<file path="src/rtl/da_column_filter.sv">
// Bit-serial distributed-arithmetic column filter: signed dot product of KERNEL_H
// unsigned pixels with loadable signed weights, using one 16-entry LUT per 4-tap group.
module da_column_filter #(
    parameter int PIX_W    = 8,
    parameter int KERNEL_H = 7,
    parameter int WEIGHT_W = 5,
    parameter int OUT_W    = 16
) (
    input  logic                         clk,
    input  logic                         rst_n,
    input  logic                         w_load,
    input  logic [KERNEL_H*WEIGHT_W-1:0] w_data,
    input  logic                         in_valid,
    output logic                         in_ready,
    input  logic [KERNEL_H*PIX_W-1:0]    in_data,
    output logic                         out_valid,
    input  logic                         out_ready,
    output logic signed [OUT_W-1:0]      out_data,
    output logic                         out_ovf
);

    localparam int NGRP  = (KERNEL_H + 3) / 4;
    localparam int LUT_W = WEIGHT_W + 2;
    localparam int ACC_W = PIX_W + WEIGHT_W + $clog2(KERNEL_H) + 1;
    localparam int EXT_W = ((ACC_W > OUT_W) ? ACC_W : OUT_W) + 1;
    localparam int CNT_W = (PIX_W > 1) ? $clog2(PIX_W) : 1;
    localparam int WP_W  = NGRP * 4 * WEIGHT_W;

    localparam logic [1:0] ST_IDLE = 2'd0;
    localparam logic [1:0] ST_BUSY = 2'd1;
    localparam logic [1:0] ST_DONE = 2'd2;

    localparam logic signed [EXT_W-1:0] SAT_MAX =
        $signed({{(EXT_W-OUT_W+1){1'b0}}, {(OUT_W-1){1'b1}}});
    localparam logic signed [EXT_W-1:0] SAT_MIN =
        $signed({{(EXT_W-OUT_W+1){1'b1}}, {(OUT_W-1){1'b0}}});

    // Sum of the group's weights selected by the set bits of idx.
    function automatic logic signed [LUT_W-1:0] lut_entry(
        input logic [WP_W-1:0] w,
        input int              g,
        input logic [3:0]      idx
    );
        logic signed [LUT_W-1:0] s;
        s = '0;
        for (int b = 0; b < 4; b++) begin
            s = s + (idx[b] ? LUT_W'($signed(w[(g*4+b)*WEIGHT_W +: WEIGHT_W]))
                            : LUT_W'(0));
        end
        return s;
    endfunction

    // Clip to the signed output range; MSB of the result is the overflow flag.
    function automatic logic [OUT_W:0] saturate(input logic signed [ACC_W-1:0] a);
        logic signed [EXT_W-1:0] e;
        logic [OUT_W:0]          r;
        e = EXT_W'(a);
        if (e > SAT_MAX) begin
            r = {1'b1, SAT_MAX[OUT_W-1:0]};
        end else if (e < SAT_MIN) begin
            r = {1'b1, SAT_MIN[OUT_W-1:0]};
        end else begin
            r = {1'b0, e[OUT_W-1:0]};
        end
        return r;
    endfunction

    logic [1:0]                  state_r;
    logic [CNT_W-1:0]            cnt_r;
    logic [KERNEL_H*PIX_W-1:0]   pix_r;
    logic signed [ACC_W-1:0]     acc_r;
    logic                        in_ready_r;
    logic                        out_valid_r;
    logic signed [OUT_W-1:0]     out_data_r;
    logic                        out_ovf_r;
    logic signed [LUT_W-1:0]     lut_r [NGRP][16];

    logic [WP_W-1:0]             w_pad_s;
    logic [NGRP*4-1:0]           tap_bits_s;
    logic signed [ACC_W-1:0]     part_s;
    logic signed [ACC_W-1:0]     acc_next_s;
    logic [OUT_W:0]              sat_s;
    logic                        accept_s;
    logic                        last_s;

    // Taps missing from the top group see zero weights.
    assign w_pad_s  = WP_W'(w_data);
    assign accept_s = (state_r == ST_IDLE) && in_valid;
    assign last_s   = (cnt_r == CNT_W'(PIX_W - 1));

    // Current bit of every pixel; the shift register presents bit k at each tap's LSB.
    always_comb begin
        tap_bits_s = '0;
        for (int t = 0; t < KERNEL_H; t++) begin
            tap_bits_s[t] = pix_r[t*PIX_W];
        end
    end

    // Partial sum across groups, weighted into the accumulator at bit position k.
    always_comb begin
        part_s = '0;
        for (int g = 0; g < NGRP; g++) begin
            part_s = part_s + ACC_W'(lut_r[g][tap_bits_s[g*4 +: 4]]);
        end
        acc_next_s = acc_r + (part_s <<< cnt_r);
        sat_s      = saturate(acc_next_s);
    end

    // Per-group LUTs, rewritten only while idle so a load lands before the first BUSY read.
    always_ff @(posedge clk or negedge rst_n) begin
        if (!rst_n) begin
            for (int g = 0; g < NGRP; g++) begin
                for (int i = 0; i < 16; i++) begin
                    lut_r[g][i] <= '0;
                end
            end
        end else if ((state_r == ST_IDLE) && w_load) begin
            for (int g = 0; g < NGRP; g++) begin
                for (int i = 0; i < 16; i++) begin
                    lut_r[g][i] <= lut_entry(w_pad_s, g, 4'(i));
                end
            end
        end
    end

    // Control FSM, serial datapath and registered outputs.
    always_ff @(posedge clk or negedge rst_n) begin
        if (!rst_n) begin
            state_r     <= ST_IDLE;
            cnt_r       <= '0;
            pix_r       <= '0;
            acc_r       <= '0;
            in_ready_r  <= 1'b1;
            out_valid_r <= 1'b0;
            out_data_r  <= '0;
            out_ovf_r   <= 1'b0;
        end else begin
            case (state_r)
                ST_IDLE: begin
                    if (accept_s) begin
                        pix_r      <= in_data;
                        acc_r      <= '0;
                        cnt_r      <= '0;
                        in_ready_r <= 1'b0;
                        state_r    <= ST_BUSY;
                    end
                end
                ST_BUSY: begin
                    acc_r <= acc_next_s;
                    pix_r <= pix_r >> 1;
                    if (last_s) begin
                        out_data_r  <= $signed(sat_s[OUT_W-1:0]);
                        out_ovf_r   <= sat_s[OUT_W];
                        out_valid_r <= 1'b1;
                        state_r     <= ST_DONE;
                    end else begin
                        cnt_r <= cnt_r + CNT_W'(1);
                    end
                end
                ST_DONE: begin
                    if (out_ready) begin
                        out_valid_r <= 1'b0;
                        in_ready_r  <= 1'b1;
                        state_r     <= ST_IDLE;
                    end
                end
                default: begin
                    state_r     <= ST_IDLE;
                    in_ready_r  <= 1'b1;
                    out_valid_r <= 1'b0;
                end
            endcase
        end
    end

    assign in_ready  = in_ready_r;
    assign out_valid = out_valid_r;
    assign out_data  = out_data_r;
    assign out_ovf   = out_ovf_r;

endmodule

</file>
<file path="config.mk">
export PLATFORM = sky130hd
export DESIGN_NAME = da_column_filter
export DESIGN_NICKNAME = d
export VERILOG_FILES = /design/src/rtl/da_column_filter.sv
export SDC_FILE = /design/constraint.sdc
export NUM_CORES = 1
export LEC_CHECK = 0
export BUFFER_PORTS_ARGS = -buffer_cell sky130_fd_sc_hd__buf_4
export CORE_ASPECT_RATIO = 2
export CORE_MARGIN = 5
export CORE_UTILIZATION = 45
export CTS_BUF_LIST = sky130_fd_sc_hd__clkbuf_2
export CTS_CLUSTER_DIAMETER = 200
export CTS_CLUSTER_SIZE = 8
export DETAILED_ROUTE_END_ITERATION = 8
export PLACE_DENSITY = 0.61
export SLEW_MARGIN = 30
export SYNTH_ARGS = -nofsm -noshare
export SYNTH_HDL_FRONTEND = slang
export SYNTH_SLANG_ARGS = --single-unit
</file>
<file path="constraint.sdc">
create_clock -name clk -period 19.1 [get_ports clk]
set_clock_uncertainty 0.05 [all_clocks]
set_input_delay 1.91 -clock clk [delete_from_list [all_inputs] [get_ports clk]]
set_output_delay 1.91 -clock clk [all_outputs]
set_load 0.02 [all_outputs]
</file>
==> Implementation_results.wiki, run 1 <==
{| class="wikitable"
! Metric !! Value
|-
| Post-CTS Hold Fix Bufs || 0
|-
| Horiz. Die Dim || 137 um
|-
| Starting utilization of the core area || 0.456
|-
| Portion of the clock cycle consumed by the worst path in the final layout || 0.357
|-
| Critical R2R Capture || out_data[0]$_DFFE_PN0P_
|-
| Row count || 92
|-
| Worst-case clock buffer depth || 3
|-
| Post-cts sizing count || 0
|-
| Number of buffers created by CTS || 34
|-
| HPWL reported at the end of detailed placement || 29,200 um
|-
| Number of failing setup endpoints in the final timing report || 0
|-
| Worst-case setup slack after placement || approximately 12 ns
|-
| Critical path class || flop to flop
|-
| Via density || 5.48
|-
| Remaining number of nets flagged by the antenna check after routing || 0
|-
| Via count of the first global-routing pass || 11,500
|-
| Number of iterations in the first detailed-routing pass || 5
|-
| Max Fanout on Critical Path || 24
|-
| Crit path capture type || flop
|-
| Slack of the worst reg-to-reg path || 12.29 ns
|-
| Cell Area, Synth || roughly 14,000 sq um
|-
| Worst Hold Slack || 0.439 ns
|-
| TritonCTS clock tree || yes
|-
| Slack of the critical path || approximately 12 ns
|-
| Yosys warns || 0
|-
| WP data arrival || 7.44 ns
|-
| Number of placed I/O pins || 115
|-
| Layout cell share with drive strength beyond 1 || 0.146
|-
| Worst Max-Slew Pin Slew || roughly 0.95 ns
|-
| Distinct cell type count of the synthesized netlist || 63
|-
| Unrepaired setup endpoints after global routing || no
|-
| Number of DRC violations after detailed-routing iteration 0 || 565
|-
| Minimum clock period || 6.81 ns
|-
| Post-Route Setup TNS || 0 ns
|-
| Source-to-sink clock delay at the later pin of the worst-skew pair || ~0.83 ns
|-
| Kind of start point of the critical path || flop
|-
| Total number of H-tree levels || 2
|-
| Hold violation count in the final report || 0
|-
| Setup fix buffers added after clock tree synthesis || 0
|-
| Overall die height || 263 um
|-
| Reg2Reg Launch Point || pix_r[0]$_DFFE_PN0P_
|-
| Via count || between 10,000 and 15,000
|-
| Clock root cell || clkbuf_2
|-
| Mean cell area of the mapped netlist || ~9.4 sq um
|-
| Buffers on Ports || about 110
|-
| Overall routed net length || 38,900 um
|-
| First-pass GRT wire length || 61,400 um
|-
| Cell count of the worst hold path || 2
|-
| # nets final || 1,827
|-
| Global routing usage summed across all routing layers || 0.219
|-
| Total number of clock tree sinks || 228
|-
| Critical Path, Cell by Cell || buf_4 > mux4_2 > mux4_2 > ha_1 > fa_1 > a21o_1 > a21oi_1 > or4b_2 > o2111ai_1 > mux4_2 > nor2_1 > a21oi_1 > ha_1 > a21o_1 > a21oi_1 > o21ai_1 > o21a_1 > nor3_2 > nor3_1 > o31ai_1
|-
| Number of flip-flops and latches in the synthesized netlist || 228
|-
| Final weighted congestion in routability-driven placement || roughly 0.85
|-
| Clock transition at the register clock pins on the worst setup and hold paths after CTS || 0.15 ns
|-
| Die Footprint || 36,000 sq um
|-
| Area of the core || 31,700 sq um
|-
| Relative slew margins || 0.369
|-
| Pin count of the biggest net entering global routing || 99
|-
| Share of flip-flops with an asynchronous set or reset || 1.00
|-
| Remaining Overflow, GRT || 0
|-
| Class of the most critical hold timing path || flop to flop
|-
| Syn nets || between 1,500 and 2,000
|-
| Origin of the worst min-delay path || lut_r[147]$_DFFE_PN0P_
|-
| Result of the run || finished clean
|-
| Worst Hold End || lut_r[147]$_DFFE_PN0P_
|-
| Sequential share of the synthesized area || 0.395
|-
| Number of enable-type register cells in the synthesized netlist || 0
|-
| Final cell count without fillers || 2,039
|-
| Peak clock frequency supported by timing || 147 MHz
|-
| Cells after Synth || 1,529
|-
| Number of pins with negative max-slew slack in the final report || 0
|-
| Area Overhead vs Synth || 9.77%
|-
| Number of antenna violations at the first check in global routing || 2
|-
| Drt wl/cell || 19.1 um
|-
| Critical path's largest stage delay || approximately 0.64 ns
|-
| Cell type of the slowest stage on the worst timing path || nor3_2
|-
| Reg2reg path depth || 20
|-
| Crit path required time || slightly below 20 ns
|-
| Dominant register cell in the synthesized netlist || dfrtp_1
|-
| Max_cap viols || 0
|-
| DRC errors left || 0
|-
| Post-placement cell count || 1,993
|}
-- cell type report --
class	instances	area (sq um)
clock buffer	43	215
inverter	48	180
antenna	2	5.00
tap	423	529
fill	3064	15800
clock inverter	1	30.0
sequential	228	5710
timing repair buffer	124	942
multi-input combinational	1170	8240
-- sequential cells by signal (all words and copies together), names as in the netlist --
signal / count
lut_r: 131
pix_r: 56
acc_r: 17
out_data: 16
cnt_r: 3
state_r: 2
in_ready: 1
out_ovf: 1
out_valid: 1
-- layout by cell type, fill, tap and decap left out, types with 11 or more instances in the layout --
cell type  synthesis  layout
xnor2_1           34      34
clkbuf_2           0      43
nand3_1           11      11
a21oi_1           69      69
a21o_1            51      51
a31oi_1           20      20
inv_1             45      45
nand2_1          371     370
nor3_1            30      30
mux2i_1           77      77
mux4_2            28      28
fa_1              17      17
dfrtp_1          227     227
nor2b_1           20      19
mux2_2            19      19
nor2_1            21      21
buf_4              0     122
o21ai_0          150     150
ha_1             108     108
xor2_1            30      30
a22o_1            17      17
-- through the flow --
step,cell area [sq um],util
floorplan,14400,-
global placement,15600,0.493
detailed placement,15600,0.493
CTS,15800,0.501
global route,15800,0.501
finish,15800,0.501
-- synth_stat cells (2+ instances only) --
| master | count | share of area |
|---|---|---|
| a2111oi_0 | 2 | 0.0012 |
| a211o_1 | 2 | 0.0012 |
| a211oi_1 | 4 | 0.0021 |
| a21boi_0 | 3 | 0.0016 |
| a21o_1 | 51 | 0.027 |
| a21oi_1 | 69 | 0.024 |
| a221o_1 | 2 | 0.0014 |
| a22o_1 | 17 | 0.010 |
| a22oi_1 | 4 | 0.0021 |
| a311o_1 | 2 | 0.0014 |
| a31oi_1 | 20 | 0.0087 |
| and2_1 | 2 | 0.00087 |
| and3_1 | 2 | 0.00087 |
| buf_1 | 4 | 0.0010 |
| buf_2 | 10 | 0.0035 |
| buf_6 | 2 | 0.0016 |
| clkbuf_1 | 67 | 0.017 |
| dfrtp_1 | 227 | 0.39 |
| fa_1 | 17 | 0.024 |
| ha_1 | 108 | 0.094 |
| inv_1 | 45 | 0.012 |
| inv_2 | 2 | 0.00052 |
| mux2_2 | 19 | 0.015 |
| mux2i_1 | 77 | 0.053 |
| mux4_2 | 28 | 0.044 |
| nand2_1 | 371 | 0.096 |
| nand2b_1 | 8 | 0.0035 |
| nand3_1 | 11 | 0.0038 |
| nand4b_1 | 4 | 0.0024 |
| nor2_1 | 21 | 0.0055 |
| nor2b_1 | 20 | 0.0087 |
| nor3_1 | 30 | 0.010 |
| nor4_1 | 4 | 0.0017 |
| o2111ai_1 | 2 | 0.0012 |
| o211ai_1 | 5 | 0.0026 |
| o21a_1 | 4 | 0.0021 |
| o21ai_0 | 150 | 0.052 |
| o21ai_1 | 2 | 0.00069 |
| o21bai_1 | 7 | 0.0036 |
| o31ai_1 | 8 | 0.0042 |
| o31ai_2 | 7 | 0.0061 |
| or3_1 | 3 | 0.0013 |
| or4_1 | 4 | 0.0021 |
| xnor2_1 | 34 | 0.021 |
| xor2_1 | 30 | 0.018 |
-- how the worst max path moves through the flow --
| stage | from | end |
|---|---|---|
| after floorplan | pix_r[0]$_DFFE_PN0P_ | out_data[10]$_DFFE_PN0P_ |
| after global placement | pix_r[0]$_DFFE_PN0P_ | out_data[1]$_DFFE_PN0P_ |
| after detailed placement | pix_r[0]$_DFFE_PN0P_ | out_data[0]$_DFFE_PN0P_ |
| after CTS | pix_r[0]$_DFFE_PN0P_ | out_data[0]$_DFFE_PN0P_ |
| after global routing | pix_r[0]$_DFFE_PN0P_ | out_data[2]$_DFFE_PN0P_ |
| final | pix_r[0]$_DFFE_PN0P_ | out_data[0]$_DFFE_PN0P_ |
-- routing by layer --
metal | track usage | vias to the layer above | part of all wire
met1 | 0.223 | 5363 | 0.35
met2 | 0.418 | 220 | 0.56
met5 | 0 | - | 0
met3 | 0.0260 | 97 | 0.028
li1 | - | 5501 | -
met4 | 0.121 | 0 | 0.060
-- cell families (layout without fill, tap and decap cells) --
group,after synthesis,count (layout),synth area share
and+or+nand+nor,488,488,0.142
AOI/OAI and AO/OA,368,368,0.157
DFF,228,228,0.395
buffers and inverters,131,216,0.0360
adders and majority gates,125,125,0.117
muxes,124,124,0.112
xor gates and xnor gates,65,65,0.0399
other,0,2,0
-- critical path: cells and delay by family (launching register included) --
kind                       cells  cell delay (ns)
AOI/OAI and AO/OA              9             2.01
muxes                          3             1.63
and+or+nand+nor                4             1.18
adders and majority gates      3             1.10
buffers and inverters          1             0.38
DFF                            1             0.35
Power of run 1 is left out: the tool's default activity adds up to more than one toggle a clock period on the data nets, which glitch-free logic cannot reach.
==> run 2: changes to the inputs <==
- ABC_AREA: unset -> 1
- clock period: 19.1 -> 6.3 ns (I/O delays scaled with it)
==> run 2 against run 1 <==
  * Via count grew 16%
  * Count of clock-buffer cells in the layout is the same
  * Register-to-register slack lost 12 ns
  * Sequential cell count is the same
  * Cell count grew 19%
  * Worst setup slack lost 12 ns
  * Utilization grew 2.6 points
  * Synthesized cell count grew 20%
==> Implementation_results.wiki, run 2 <==
{| class="wikitable"
! Metric !! Value
|-
| Area leader, netlist || dfrtp_1
|-
| Cell count of the worst hold path || 3 (+1)
|-
| Setup fix buffers added after clock tree synthesis || 0 (unchanged)
|-
| Number of antenna violations at the first check in global routing || 1 (-1)
|-
| Top Family by Delay on Critical Path || simple AND/OR/NAND/NOR gates
|-
| Peak clock frequency supported by timing || 176 MHz (+20%)
|-
| Critical path's largest stage delay || 0.79 ns (+0.15 ns)
|-
| Biggest registers after layout || lut_r (131), pix_r (56), acc_r (17)
|-
| # nets final || 2,224 (+22%)
|-
| Cell type of the slowest stage on the worst timing path || dfrtp_1
|-
| Post-cts sizing count || 0 (unchanged)
|-
| Total number of H-tree levels || 2 (unchanged)
|-
| Post-Route Setup TNS || 0 ns (unchanged)
|-
| Crit path required time || 6.90 ns (-12.83 ns)
|-
| Distinct cell type count of the synthesized netlist || 42 (-33%)
|-
| Kind of start point of the critical path || flop
|-
| Worst Hold Slack || 0.0930 ns (-0.346 ns)
|-
| Buffers on Ports || 114 (unchanged)
|-
| Number of enable-type register cells in the synthesized netlist || 0 (unchanged)
|-
| Number of DRC violations after detailed-routing iteration 0 || 682 (+21%)
|-
| Overall routed net length || 44,200 um (+14%)
|-
| Source-to-sink clock delay at the later pin of the worst-skew pair || 0.89 ns (+0.06 ns)
|-
| Worst Hold End || lut_r[192]$_DFFE_PN0P_
|-
| Synth cell count leaders || nand2_1, dfrtp_1, o21ai_0
|-
| Final weighted congestion in routability-driven placement || 1.01 (+18%)
|-
| Number of placed I/O pins || 115 (unchanged)
|-
| Number of pins with negative max-slew slack in the final report || 0 (unchanged)
|-
| Critical R2R Capture || out_data[13]$_DFFE_PN0P_
|-
| Portion of synthesized cell area occupied by the leading cell type || 0.394 (+0.000580)
|-
| Critical path class || flop to flop
|-
| HPWL reported at the end of detailed placement || 32,700 um (+12%)
|-
| DRC errors left || 0 (unchanged)
|-
| Most common library cell in the layout ignoring fill and taps || nand2_1
|-
| Drt wl/cell || 18.1 um (-5.0%)
|-
| Area of the core || 31,700 sq um (unchanged)
|-
| Via count || 13,000 (+16%)
|-
| Via density || 5.33 (-2.7%)
|-
| Result of the run || finished clean
|-
| Pin count of the biggest net entering global routing || 130 (+31%)
|-
| Remaining number of nets flagged by the antenna check after routing || 0 (unchanged)
|-
| Cells after Synth || 1,839 (+20%)
|-
| Number of buffers and inverters on the critical path || 5 (+4)
|-
| Most frequent cell after synthesis || nand2_1
|-
| Yosys warns || 0 (unchanged)
|-
| Clock transition at the register clock pins on the worst setup and hold paths after CTS || 0.16 ns (about the same)
|-
| Die Footprint || 35,900 sq um (-0.14%)
|-
| Reg2reg path depth || 30 (+50%)
|-
| Via count of the first global-routing pass || 13,400 (+17%)
|-
| Starting utilization of the core area || 0.455 (-0.000672)
|-
| Sequential share of the synthesized area || 0.396 (+0.000583)
|-
| Mean cell area of the mapped netlist || 7.84 sq um (-17%)
|-
| Layout cell share with drive strength beyond 1 || 0.112 (-0.0343)
|-
| Dominant register cell in the synthesized netlist || dfrtp_1
|-
| Crit path capture type || flop
|-
| Hold violation count in the final report || 0 (unchanged)
|-
| Class of the most critical hold timing path || input port to flop
|-
| Worst-case clock buffer depth || 3 (unchanged)
|-
| Overall die height || 263 um (about the same)
|-
| Most flops, register || lut_r
|-
| Minimum clock period || 5.70 ns (-1.11 ns)
|-
| Syn nets || 2,060 (+18%)
|-
| Origin of the worst min-delay path || w_data[13]
|-
| WP data arrival || 6.30 ns (-1.14 ns)
|-
| Top cells by area, synth || dfrtp_1, nand2_1, ha_1
|-
| Number of flip-flops in the largest register || 131 (unchanged)
|-
| Number of failing setup endpoints in the final timing report || 0 (unchanged)
|-
| Unrepaired setup endpoints after global routing || no
|-
| Slack of the worst reg-to-reg path || 0.60 ns (-11.69 ns)
|-
| Number of buffers created by CTS || 34 (unchanged)
|-
| First-pass GRT wire length || 69,500 um (+13%)
|-
| Number of flip-flops and latches in the synthesized netlist || 228 (unchanged)
|-
| Portion of the clock cycle consumed by the worst path in the final layout || 0.904 (+0.548)
|-
| Row count || 92 (unchanged)
|-
| Global routing usage summed across all routing layers || 0.248 (+0.0286)
|-
| Area Overhead vs Synth || 15.7%
|-
| Leading cell types in the layout, fill and taps excluded || nand2_1, dfrtp_1, o21ai_0
|-
| Reg2Reg Launch Point || pix_r[0]$_DFFE_PN0P_
|-
| Cell Area, Synth || 14,400 sq um (-0.15%)
|-
| Horiz. Die Dim || 137 um (about the same)
|-
| Clock root cell || clkbuf_2
|-
| Max Fanout on Critical Path || 22 (-8.3%)
|-
| Most frequent CP cell || nand2_1
|-
| TritonCTS clock tree || yes
|-
| Total number of clock tree sinks || 228 (unchanged)
|-
| Worst Max-Slew Pin Slew || 0.845 ns (-0.101 ns)
|-
| Max_cap viols || 0 (unchanged)
|-
| Relative slew margins || 0.436 (+0.0669)
|-
| Number of iterations in the first detailed-routing pass || 5 (unchanged)
|-
| Share of flip-flops with an asynchronous set or reset || 1.00 (unchanged)
|-
| Remaining Overflow, GRT || 0 (unchanged)
|}
run 2: kinds of logic (layout without fill, tap and decap cells):
| logic type | after synthesis | after routing | share of synthesized area |
|---|---|---|---|
| flops | 228 | 228 | 0.396 |
| fa+ha+maj | 125 | 125 | 0.117 |
| xor+xnor | 40 | 40 | 0.0243 |
| buf+inv | 287 | 459 | 0.0765 |
| compound gates | 438 | 438 | 0.183 |
| simple gates | 721 | 721 | 0.203 |
| other cells | 0 | 2 | 0 |
run 2: cell type report:
class | instances | area [sq um]
Sequential cell | 228 | 5710
Timing Repair Buffer | 206 | 1770
Tap cell | 423 | 529
Inverter | 209 | 786
Antenna cell | 2 | 5.00
Clock inverter | 1 | 30.0
Clock buffer | 43 | 215
Fill cell | 3105 | 15000
Multi-Input combinational cell | 1324 | 7630
run 2: timing repair:
item,4_1_cts,5_1_grt
endpoints found under the hold margin,178,0
hold buffers,80,0
setup endpoints to repair,0,0
run 2: worst max-delay path by stage:
stage,depth (start not counted),start,slack (ns),to
after floorplan,29,pix_r[8]$_DFFE_PN0P_,2.06,out_data[10]$_DFFE_PN0P_
after global placement,28,pix_r[8]$_DFFE_PN0P_,0.77,out_data[3]$_DFFE_PN0P_
after detailed placement,31,pix_r[0]$_DFFE_PN0P_,0.78,out_data[0]$_DFFE_PN0P_
after CTS,31,pix_r[0]$_DFFE_PN0P_,0.69,out_data[12]$_DFFE_PN0P_
after global routing,29,pix_r[0]$_DFFE_PN0P_,0.15,out_data[0]$_DFFE_PN0P_
final,30,pix_r[0]$_DFFE_PN0P_,0.60,out_data[13]$_DFFE_PN0P_
run 2: metal layers:
metal  routed length [um]  vias up  track usage
met2                24300      344        0.476
li1                     -     6422            -
met5                    0        -            0
met3                 1450      145       0.0266
met4                 3420        0        0.158
met1                15000     6081        0.241
run 2: through the flow:
step | setup WS (ns) | utilization | instances | instance area (sq um)
after detailed placement | 0.784 | 0.493 | 2310 | 15600
final | 0.604 | 0.527 | 2436 | 16700
after global placement | 0.770 | 0.493 | 2310 | 15600
after floorplan | 2.06 | - | 1839 | 14400
after global routing | 0.155 | 0.527 | 2436 | 16700
after CTS | 0.687 | 0.526 | 2434 | 16700
run 2: tightest hold or removal path, cell delays in order:
cell and delay [ns]:
buf_4 0.16, nand2_1 0.08, nand2_1 0.05
Power of run 2 is left out for the same reason.
==> run 3: changes to the inputs <==
- CORE_MARGIN: 5 -> 3
- clock period: 6.3 -> 7.2 ns (I/O delays scaled with it)
==> run 3 against run 2 <==
  * First-iteration DRC count grew 14%
  * Die area shrank 4.4%
  * Cell area shrank 4.4%
  * Cell count shrank 3.1%
  * Register-to-register slack gained 0.58 ns
==> Implementation_results.wiki, run 3 (synthesis gave the netlist of run 2 again) <==
{| class="wikitable"
! Metric !! Value
|-
| Result of the run || finished clean
|-
| Final weighted congestion in routability-driven placement || 0.946 (-6.0%)
|-
| Most flops, register || lut_r
|-
| Slack of the worst reg-to-reg path || 1.19 ns (+0.58 ns)
|-
| Most frequent CP cell || nand2_1
|-
| Remaining Overflow, GRT || 0 (unchanged)
|-
| Number of pins with negative max-slew slack in the final report || 0 (unchanged)
|-
| Layout cell share with drive strength beyond 1 || 0.115 (+0.00336)
|-
| Minimum clock period || 6.01 ns (+0.317 ns)
|-
| Overall routed net length || 43,700 um (-1.1%)
|-
| Number of failing setup endpoints in the final timing report || 0 (unchanged)
|-
| Number of flip-flops in the largest register || 131 (unchanged)
|-
| Area Overhead vs Synth || 10.6%
|-
| Cell type of the slowest stage on the worst timing path || nor2_2
|-
| Via count || 12,600 (-2.8%)
|-
| Row count || 92 (unchanged)
|-
| Max Fanout on Critical Path || 24 (+9.1%)
|-
| HPWL reported at the end of detailed placement || 32,700 um (about the same)
|-
| WP data arrival || 6.61 ns (+0.31 ns)
|-
| Crit path capture type || flop
|-
| Total number of clock tree sinks || 228 (unchanged)
|-
| Critical path class || flop to flop
|-
| Remaining number of nets flagged by the antenna check after routing || 0 (unchanged)
|-
| Post-Route Setup TNS || 0 ns (unchanged)
|-
| Post-cts sizing count || 0 (unchanged)
|-
| TritonCTS clock tree || yes
|-
| Peak clock frequency supported by timing || 166 MHz (-5.3%)
|-
| Relative slew margins || 0.370 (-0.0659)
|-
| Biggest registers after layout || lut_r (131), pix_r (56), acc_r (17)
|-
| Die Footprint || 34,400 sq um (-4.4%)
|-
| Clock transition at the register clock pins on the worst setup and hold paths after CTS || 0.15 ns (about the same)
|-
| Via density || 5.35 (+0.37%)
|-
| Source-to-sink clock delay at the later pin of the worst-skew pair || 0.84 ns (-0.05 ns)
|-
| Final cell count without fillers || 2,360 (-3.1%)
|-
| Kind of start point of the critical path || flop
|-
| Unrepaired setup endpoints after global routing || no
|-
| Starting utilization of the core area || 0.457 (+0.00166)
|-
| Number of placed I/O pins || 115 (unchanged)
|-
| Pin count of the biggest net entering global routing || 163 (+25%)
|-
| # nets final || 2,148 (-3.4%)
|-
| Number of iterations in the first detailed-routing pass || 5 (unchanged)
|-
| Overall die height || 259 um (-1.5%)
|-
| Worst setup path endpoint || out_data[14]$_DFFE_PN0P_
|-
| Reg2reg path depth || 31 (+3.3%)
|-
| Worst-case clock buffer depth || 3 (unchanged)
|-
| DRC errors left || 0 (unchanged)
|-
| Area of the core || 31,500 sq um (-0.36%)
|-
| Global routing usage summed across all routing layers || 0.256 (+0.00813)
|-
| Post-placement cell count || 2,307 (-0.13%)
|-
| Class of the most critical hold timing path || input port to flop
|-
| Drt wl/cell || 18.5 um (+2.1%)
|-
| Total number of H-tree levels || 2 (unchanged)
|-
| Clock root cell || clkbuf_2
|-
| First-pass GRT wire length || 68,800 um (-1.1%)
|-
| Number of antenna violations at the first check in global routing || 1 (unchanged)
|-
| Reg2Reg Launch Point || pix_r[8]$_DFFE_PN0P_
|-
| Leading cell types in the layout, fill and taps excluded || nand2_1, dfrtp_1, o21ai_0
|-
| Critical path's largest stage delay || 0.85 ns (+0.06 ns)
|-
| Worst Max-Slew Pin Slew || 0.945 ns (+0.0998 ns)
|-
| Most common library cell in the layout ignoring fill and taps || nand2_1
|-
| Via count of the first global-routing pass || 12,800 (-4.6%)
|-
| Critical R2R Capture || out_data[14]$_DFFE_PN0P_
|-
| Crit path required time || 7.80 ns (+0.90 ns)
|-
| Hold violation count in the final report || 0 (unchanged)
|-
| Fill cell total of the finished layout || 3,267 (+5.2%)
|-
| Portion of the clock cycle consumed by the worst path in the final layout || 0.835 (-0.0689)
|-
| Horiz. Die Dim || 133 um (-2.9%)
|-
| Max_cap viols || 0 (unchanged)
|-
| Number of buffers created by CTS || 34 (unchanged)
|-
| Buffers on Ports || 114 (unchanged)
|-
| Start point of the critical path || pix_r[8]$_DFFE_PN0P_
|-
| Number of DRC violations after detailed-routing iteration 0 || 778 (+14%)
|}
-- run 3: cell count changes in the layout (fill, tap and decap cells not counted), sizes merged --
cell	change
clkinv	-1
buf	-2
inv	+1
dlygate4sd3	-74
-- run 3: worst max-delay path: cells and delay by family (launching register included) --
| kind | cells | cell delay, ns |
|---|---|---|
| AO/OA/AOI/OAI | 5 | 1.01 |
| adder cells (fa/ha/maj) | 2 | 0.64 |
| buffers and inverters | 4 | 0.89 |
| AND/OR/NAND/NOR | 20 | 2.54 |
| flip-flops | 1 | 0.69 |
-- run 3: how the worst min path moves through the flow --
stage                                 startpoint                     end  slack, ns  cells after the start
after detailed placement  lut_r[175]$_DFFE_PN0P_  lut_r[175]$_DFFE_PN0P_       0.41                      2
after global routing                  w_data[25]   lut_r[91]$_DFFE_PN0P_       0.05                      3
final                                  w_data[5]  lut_r[203]$_DFFE_PN0P_       0.09                      3
after floorplan                            rst_n    acc_r[0]$_DFFE_PN0P_       0.37                      0
after CTS                             in_data[5]    pix_r[5]$_DFFE_PN0P_     0.0007                      3
after global placement     lut_r[85]$_DFFE_PN0P_   lut_r[85]$_DFFE_PN0P_       0.41                      2
-- run 3: final cells by class --
cell class	instances	area (sq um)	share of cell area
repair buffers	130	1030	0.0649
clock buffers	43	215	0.0135
inverters	209	785	0.0492
flip-flops and latches	228	5710	0.358
clock inverters	1	30.0	0.00188
diodes	2	5.00	0.000314
well taps	423	529	0.0332
multi-input cells	1324	7630	0.479
-- run 3: metrics by stage --
step	setup WS, ns	cell area (sq um)	util	hold slack [ns]
after floorplan	2.96	14400	-	0.374
after CTS	1.25	15900	0.504	0.000686
after global routing	0.653	15900	0.505	0.0466
final	1.19	15900	0.505	0.0856
after detailed placement	1.29	15600	0.495	0.410
after global placement	1.35	15600	0.494	0.407
-- run 3: layer usage --
layer | track usage | share of wire
met2 | 0.491 | 0.55
met4 | 0.175 | 0.080
met5 | 0 | 0
met3 | 0.0229 | 0.025
met1 | 0.255 | 0.34
-- run 3: timing repair --
item                                    CTS  global route
hold buffers                              6             0
hold endpoints to repair                 70             0
endpoints found under the setup margin    0             0
setup buffers                             0             0
Power of run 3 is left out for the same reason.
